`src/rtl/gpi_pkg.sv`:
```
// gpi_pkg: shared definitions for the GPI slot.
//   reg_addr_t      5-bit register index on the slot bus
//   REG_*           register map of the slot
//   cnt_width()     width of a debounce counter able to hold 0..DB_CYCLES
package gpi_pkg;

  typedef logic [4:0] reg_addr_t;

  localparam reg_addr_t REG_DATA    = 5'd0;
  localparam reg_addr_t REG_CAP     = 5'd1;
  localparam reg_addr_t REG_RISE_EN = 5'd2;
  localparam reg_addr_t REG_FALL_EN = 5'd3;

  function automatic int unsigned cnt_width(input int unsigned n);
    return $clog2(n + 1);
  endfunction

endpackage

```
`src/rtl/gpi_if.sv`:
```
// gpi_if: standard slot bus.
//   cs, read, write  chip select and strobes (driven by the master)
//   addr             register index
//   wr_data          write data
//   rd_data          combinational read data (driven by the slave)
interface gpi_if;
  logic        cs;
  logic        read;
  logic        write;
  logic [4:0]  addr;
  logic [31:0] wr_data;
  logic [31:0] rd_data;

  modport master (output cs, read, write, addr, wr_data, input rd_data);
  modport slave  (input cs, read, write, addr, wr_data, output rd_data);
endinterface

```
`src/rtl/gpi_debounce.sv`:
```
// gpi_debounce: one-bit debouncer for a synchronized input.
//   clk_i     system clock
//   reset_ni  synchronous active-low reset
//   s2_i      synchronized input bit
//   db_o      debounced bit (registered)
//   db_nxt_o  value db_o takes at the next clock, used for edge detection
// db only follows s2 after DB_CYCLES consecutive cycles of disagreement.
module gpi_debounce
  import gpi_pkg::*;
#(
  parameter int unsigned DB_CYCLES = 4
) (
  input  logic clk_i,
  input  logic reset_ni,
  input  logic s2_i,
  output logic db_o,
  output logic db_nxt_o
);

  localparam int unsigned   CW       = cnt_width(DB_CYCLES);
  localparam logic [CW-1:0] CNT_LAST = CW'(DB_CYCLES - 1);

  logic          db_q, db_d;
  logic [CW-1:0] cnt_q, cnt_d;

  always_comb begin
    db_d  = db_q;
    cnt_d = '0;
    if (s2_i != db_q) begin
      if (cnt_q == CNT_LAST) begin
        db_d = s2_i;
      end else begin
        cnt_d = cnt_q + CW'(1);
      end
    end
  end

  always_ff @(posedge clk_i) begin
    if (!reset_ni) begin
      db_q  <= 1'b0;
      cnt_q <= '0;
    end else begin
      db_q  <= db_d;
      cnt_q <= cnt_d;
    end
  end

  assign db_o     = db_q;
  assign db_nxt_o = db_d;

endmodule

```
`src/rtl/gpi_core.sv`:
```
// gpi_core: general-purpose input slot core.
//   clk_i     system clock
//   reset_ni  synchronous active-low reset
//   bus       slot bus (slave side): DATA/CAP/RISE_EN/FALL_EN registers
//   din_i     asynchronous external pins
//   irq_o     level interrupt, high while any capture bit is set
// Build option: define GPI_DEBOUNCE_EN to insert the per-bit debouncer;
// otherwise db simply registers the synchronizer output.
module gpi_core
  import gpi_pkg::*;
#(
  parameter int unsigned W         = 8,
  parameter int unsigned DB_CYCLES = 4
) (
  input  logic         clk_i,
  input  logic         reset_ni,
  gpi_if.slave         bus,
  input  logic [W-1:0] din_i,
  output logic         irq_o
);

  logic [W-1:0] s1_q, s2_q;
  logic [W-1:0] db, db_nxt;
  logic [W-1:0] cap_q, cap_d;
  logic [W-1:0] rise_en_q, rise_en_d;
  logic [W-1:0] fall_en_q, fall_en_d;
  logic [W-1:0] clr, rise, fall;
  logic [31:0]  rd;
  logic         wr_en;

  always_ff @(posedge clk_i) begin
    if (!reset_ni) begin
      s1_q <= '0;
      s2_q <= '0;
    end else begin
      s1_q <= din_i;
      s2_q <= s1_q;
    end
  end

`ifdef GPI_DEBOUNCE_EN
  for (genvar i = 0; i < int'(W); i++) begin : g_db
    gpi_debounce #(.DB_CYCLES(DB_CYCLES)) u_db (
      .clk_i    (clk_i),
      .reset_ni (reset_ni),
      .s2_i     (s2_q[i]),
      .db_o     (db[i]),
      .db_nxt_o (db_nxt[i])
    );
  end
`else
  localparam int unsigned db_cycles_unused = DB_CYCLES;
  logic [W-1:0] db_q;

  always_ff @(posedge clk_i) begin
    if (!reset_ni) begin
      db_q <= '0;
    end else begin
      db_q <= s2_q;
    end
  end

  assign db     = db_q;
  assign db_nxt = s2_q;
`endif

  assign wr_en = bus.cs && bus.write;

  always_comb begin
    clr       = '0;
    rise_en_d = rise_en_q;
    fall_en_d = fall_en_q;
    if (wr_en) begin
      case (bus.addr)
        REG_CAP:     clr       = bus.wr_data[W-1:0];
        REG_RISE_EN: rise_en_d = bus.wr_data[W-1:0];
        REG_FALL_EN: fall_en_d = bus.wr_data[W-1:0];
        default:     ;
      endcase
    end
    // Edges are taken on the cycle db changes, so cap and db update together.
    rise  = ~db & db_nxt;
    fall  = db & ~db_nxt;
    // A new edge overrides a same-cycle write-1-to-clear.
    cap_d = (cap_q & ~clr) | (rise & rise_en_q) | (fall & fall_en_q);
  end

  always_ff @(posedge clk_i) begin
    if (!reset_ni) begin
      cap_q     <= '0;
      rise_en_q <= '0;
      fall_en_q <= '0;
    end else begin
      cap_q     <= cap_d;
      rise_en_q <= rise_en_d;
      fall_en_q <= fall_en_d;
    end
  end

  always_comb begin
    rd = '0;
    case (bus.addr)
      REG_DATA:    rd[W-1:0] = db;
      REG_CAP:     rd[W-1:0] = cap_q;
      REG_RISE_EN: rd[W-1:0] = rise_en_q;
      REG_FALL_EN: rd[W-1:0] = fall_en_q;
      default:     ;
    endcase
  end

  assign bus.rd_data = rd;
  assign irq_o       = |cap_q;

  // Reads have no side effects and upper write bits are ignored.
  logic unused_bus;
  assign unused_bus = ^{bus.read, bus.wr_data};

endmodule

```
`src/flat_wrapper.sv`:
```
// flat-port wrapper written by rule: the top's interface ports become plain ports
module gpi_core_flat import gpi_pkg::*;
#(
  parameter int unsigned W         = 8,
  parameter int unsigned DB_CYCLES = 4
)
  (clk_i, reset_ni, din_i, irq_o, bus_cs, bus_read, bus_write, bus_addr, bus_wr_data, bus_rd_data);
  gpi_if bus_i ();
  input  logic clk_i;
  input  logic reset_ni;
  input  logic [W-1:0] din_i;
  output logic irq_o;
  input wire logic [$bits(bus_i.cs)-1:0] bus_cs;
  input wire logic [$bits(bus_i.read)-1:0] bus_read;
  input wire logic [$bits(bus_i.write)-1:0] bus_write;
  input wire logic [$bits(bus_i.addr)-1:0] bus_addr;
  input wire logic [$bits(bus_i.wr_data)-1:0] bus_wr_data;
  output wire logic [$bits(bus_i.rd_data)-1:0] bus_rd_data;
  assign bus_i.cs = bus_cs;
  assign bus_i.read = bus_read;
  assign bus_i.write = bus_write;
  assign bus_i.addr = bus_addr;
  assign bus_i.wr_data = bus_wr_data;
  assign bus_rd_data = bus_i.rd_data;
  gpi_core #(.W(W), .DB_CYCLES(DB_CYCLES)) u_core (.clk_i(clk_i), .reset_ni(reset_ni), .bus(bus_i), .din_i(din_i), .irq_o(irq_o));
endmodule
```
`config.mk`:
```
export PLATFORM = sky130hd
export DESIGN_NAME = gpi_core_flat
export DESIGN_NICKNAME = d
export VERILOG_FILES = /design/src/rtl/gpi_pkg.sv /design/src/rtl/gpi_if.sv /design/src/rtl/gpi_debounce.sv /design/src/rtl/gpi_core.sv /design/src/flat_wrapper.sv
export SDC_FILE = /design/constraint.sdc
export NUM_CORES = 1
export LEC_CHECK = 0
export CAP_MARGIN = 20
export CORE_UTILIZATION = 39
export DETAILED_ROUTE_END_ITERATION = 10
export PLACE_DENSITY = 0.77
export SLEW_MARGIN = 20
export SYNTH_ARGS = -nofsm -noshare
export SYNTH_HDL_FRONTEND = slang
export SYNTH_SLANG_ARGS = --single-unit
export TNS_END_PERCENT = 10
```
`constraint.sdc`:
```
create_clock -name clk_i -period 1.4 [get_ports clk_i]
set_input_delay 0.14 -clock clk_i [delete_from_list [all_inputs] [get_ports clk_i]]
set_output_delay 0.14 -clock clk_i [all_outputs]
set_load 0.02 [all_outputs]
```
==> metrics.yaml <==
setup_path:
  reg2reg_to: "u_core.cap_q[5]"
  slowest_delay_ns: 0.42
  slowest_stage: "or3b_4"
  timing.rr.start: "u_core.db[5]"
  cpMostUsedCell: "buf_6"
  critPathArrivalTime_ns: 1.36
  path_class: "in2out"
  crit_fanout: 5
  rr_worst_depth: 4
  path_buf_inv: 3
  worstSetupEndpointType: "output pin"
  rrSetupSlack_ns: 0.43
  crit_family: "simple AND/OR/NAND/NOR gates"
  critPathLaunchType: "input pin"
  required_ns: 1.26
  cp_cell_sequence: "buf_6 -> or3b_4 -> nor3b_4 -> buf_6 -> a221o_1 -> buf_6"
power_and_ir_drop:
  power_density_mw_per_mm2: 907
  vdd_drop_max_mv: 0.690
  power_w: 0.00252
  p_leak_nw: 1.19
route:
  via_per_inst: 4.82
  wl_microns: 4470
  dr.pass1.iters: 4
  ant_nets: 0
  wire_per_inst_microns: 12.7
  drc: 0
  vias: 1697
  drt_iter0_drc: 41
  wl_met2_microns: 2080
  top_layer_used: "met4"
  route.layer.met1.wl_microns: 2020
  met3_length_microns: 275
global_route:
  gr-usage-all-layers_pct: 15.7
  grt_pass1_vias: 1472
  antenna_found_initial: 0
  grt_overflow: 0
  grt_max_degree: 29
  grt_pass1_wl_microns: 7060
clocking:
  post-cts-setup-buffers: 0
  hold_buffers: 0
  cts_made_buffers: 5
  clk_path_buf_depth: 2
  htree_levels: 2
  clock-sinks: 48
  root_buffer: "clkbuf_8"
  cts_tree: "done"
  clkSlewWorstSetupHoldPaths_ns: 0.08
  clock_latency_ns: 0.31
place:
  place.gp.congestion: 0.753
  io_buffer_count: 33
  dpl.cell_count: 344
  dpl.hpwl_microns: 3170
yosys:
  netlist_area_sq_mm: 0.00218
  synth_seq_cells: 48
  syn_inst: 231
  synthDistinctLibCells: 26
  ys_warn_count: 0
  synth.yosys.seq_area_share_pct: 44.2
  syn_avg_cell_area_sq_um: 9.42
die:
  start_util_pct: 41.5
  rows: 26
  die_h_microns: 76.7
  die_width_microns: 76.7
  top_level_ports: 83
  fp.coreArea_sq_mm: 0.00524
  dieArea_sq_mm: 0.00588
sta:
  hold_viol: 0
  setup_viol: 8
  fin_skew_ns: 0.00374
  fmax_ghz: 0.665
  finalMaxSlewViolations: 0
  fin_ws_ns: -0.104
  fin_crit_sh_pct: 107
  period_needed_ns: 1.50
  rsz0062_at_grt: "true"
  setup-tns-final_ns: -0.540
final_layout:
  final_net_count: 331
  final_common_cell: "dfxtp_1"
  area_delta_synth_final_pct: 27.5
  n_antenna_cell: 0
  final_cells: 352
  layout-drive-gt1-share_pct: 20.2
  final_cell_mix: "48 x dfxtp_1, 34 x nand2_1, 24 x and2_1, 24 x conb_1, 22 x mux2i_1"
hold_path:
  hold_start: "bus_addr[2]"
  hold-path-endpoint: "u_core.cap_q[0]"
  holdPathStages: 4
  hp-class: "in2reg"
run:
  maxCapViolations: 0
outcome:
  violations: "setup timing"
  outcome: "finished, violations left"
-- report_power, final --
group	total (W)	internal [W]	switching [W]	leakage (nW)
combinational	0.000270	0.000124	0.000145	0.745
sequential	0.00141	0.00139	0.0000136	0.391
clock	0.000838	0.000394	0.000444	0.0510
total	0.00252	0.00191	0.000603	1.19
-- worst min-delay path: cells and delay by family --
family | cells | cell delay, ns
AND/OR/NAND/NOR | 1 | 0.21
AO/OA/AOI/OAI | 2 | 0.24
buffers and inverters | 1 | 0.07
-- synth_stat cells --
| library cell | n | share of area [%] |
|---|---|---|
| a221o_1 | 8 | 3.7 |
| and2_1 | 24 | 6.9 |
| buf_2 | 1 | 0.23 |
| buf_4 | 24 | 8.3 |
| buf_6 | 2 | 1.0 |
| clkbuf_1 | 6 | 1.0 |
| conb_1 | 1 | 0.17 |
| dfxtp_1 | 48 | 44 |
| dlygate4sd1_1 | 1 | 0.40 |
| inv_1 | 8 | 1.4 |
| mux2i_1 | 24 | 11 |
| nand2_1 | 34 | 5.9 |
| nand3b_1 | 8 | 2.8 |
| nand4b_1 | 1 | 0.40 |
| nor2_1 | 8 | 1.4 |
| nor2_2 | 1 | 0.29 |
| nor3_1 | 1 | 0.23 |
| nor3b_2 | 1 | 0.57 |
| nor4_1 | 2 | 0.57 |
| o21a_1 | 8 | 2.8 |
| o21ai_0 | 8 | 1.8 |
| o31a_1 | 8 | 3.2 |
| or3_2 | 1 | 0.35 |
| or3b_4 | 1 | 0.52 |
| or4_2 | 1 | 0.40 |
| or4_4 | 1 | 0.52 |
-- kinds of logic (layout without fill, tap and decap cells) --
| family | count (synthesis) | count (layout) | synth area share [%] |
|---|---|---|---|
| and+or+nand+nor | 84 | 84 | 20.8 |
| DFF | 48 | 48 | 44.2 |
| buffers and inverters | 42 | 70 | 12.4 |
| AOI/OAI and AO/OA | 32 | 32 | 11.5 |
| muxes | 24 | 24 | 11.0 |
| other | 1 | 24 | 0.172 |
-- worst max-delay path by stage --
stage | startpoint | slack [ns] | to | cells after the start
2_1_floorplan | bus_addr[3] | -0.01 | u_core.rise_en_q[0] | 4
3_3_place_gp | bus_addr[4] | -1.03 | bus_rd_data[4] | 5
3_5_place_dp | bus_addr[4] | -1.04 | bus_rd_data[3] | 5
4_1_cts | bus_addr[2] | -0.09 | bus_rd_data[4] | 6
5_1_grt | bus_addr[2] | -0.13 | bus_rd_data[4] | 6
6_report | bus_addr[2] | -0.10 | bus_rd_data[4] | 6
-- per-layer routing --
| metal | GRT usage (%) | vias up |
|---|---|---|
| met4 | 8.08 | 0 |
| met3 | 3.81 | 6 |
| met2 | 23.7 | 55 |
| met5 | 0 | - |
| met1 | 20.6 | 802 |
| li1 | - | 834 |
-- layout make-up --
type	instances	area, sq um
clock inverters	2	10.0
fillers	496	2460
flip-flops and latches	48	961
multi-input cells	164	1090
repair buffers	54	513
clock buffers	6	82.6
inverters	8	30.0
well taps	70	87.6
-- stage by stage --
stage	util [%]	hold slack, ns	cell area [sq um]	worst slack [ns]
global route	53.0	0.403	2770	-0.131
finish	53.0	0.396	2770	-0.104
global placement	50.2	0.415	2630	-1.03
floorplan	-	0.267	2270	-0.00970
CTS	52.6	0.382	2760	-0.0905
detailed placement	50.2	0.417	2630	-1.04
-- timing repair --
action / in CTS / in global routing
gates resized for setup: 77 / 6
pin swaps: 12 / 0
setup endpoints to repair: 33 / 9
-- sequential cells by signal (all words and copies together) (netlist names) --
register and flops:
u_core.cap_q 8, u_core.db 8, u_core.fall_en_q 8, u_core.s1_q 8
u_core.rise_en_q 8, u_core.db_nxt 8
(Power assumes the default switching activity.)
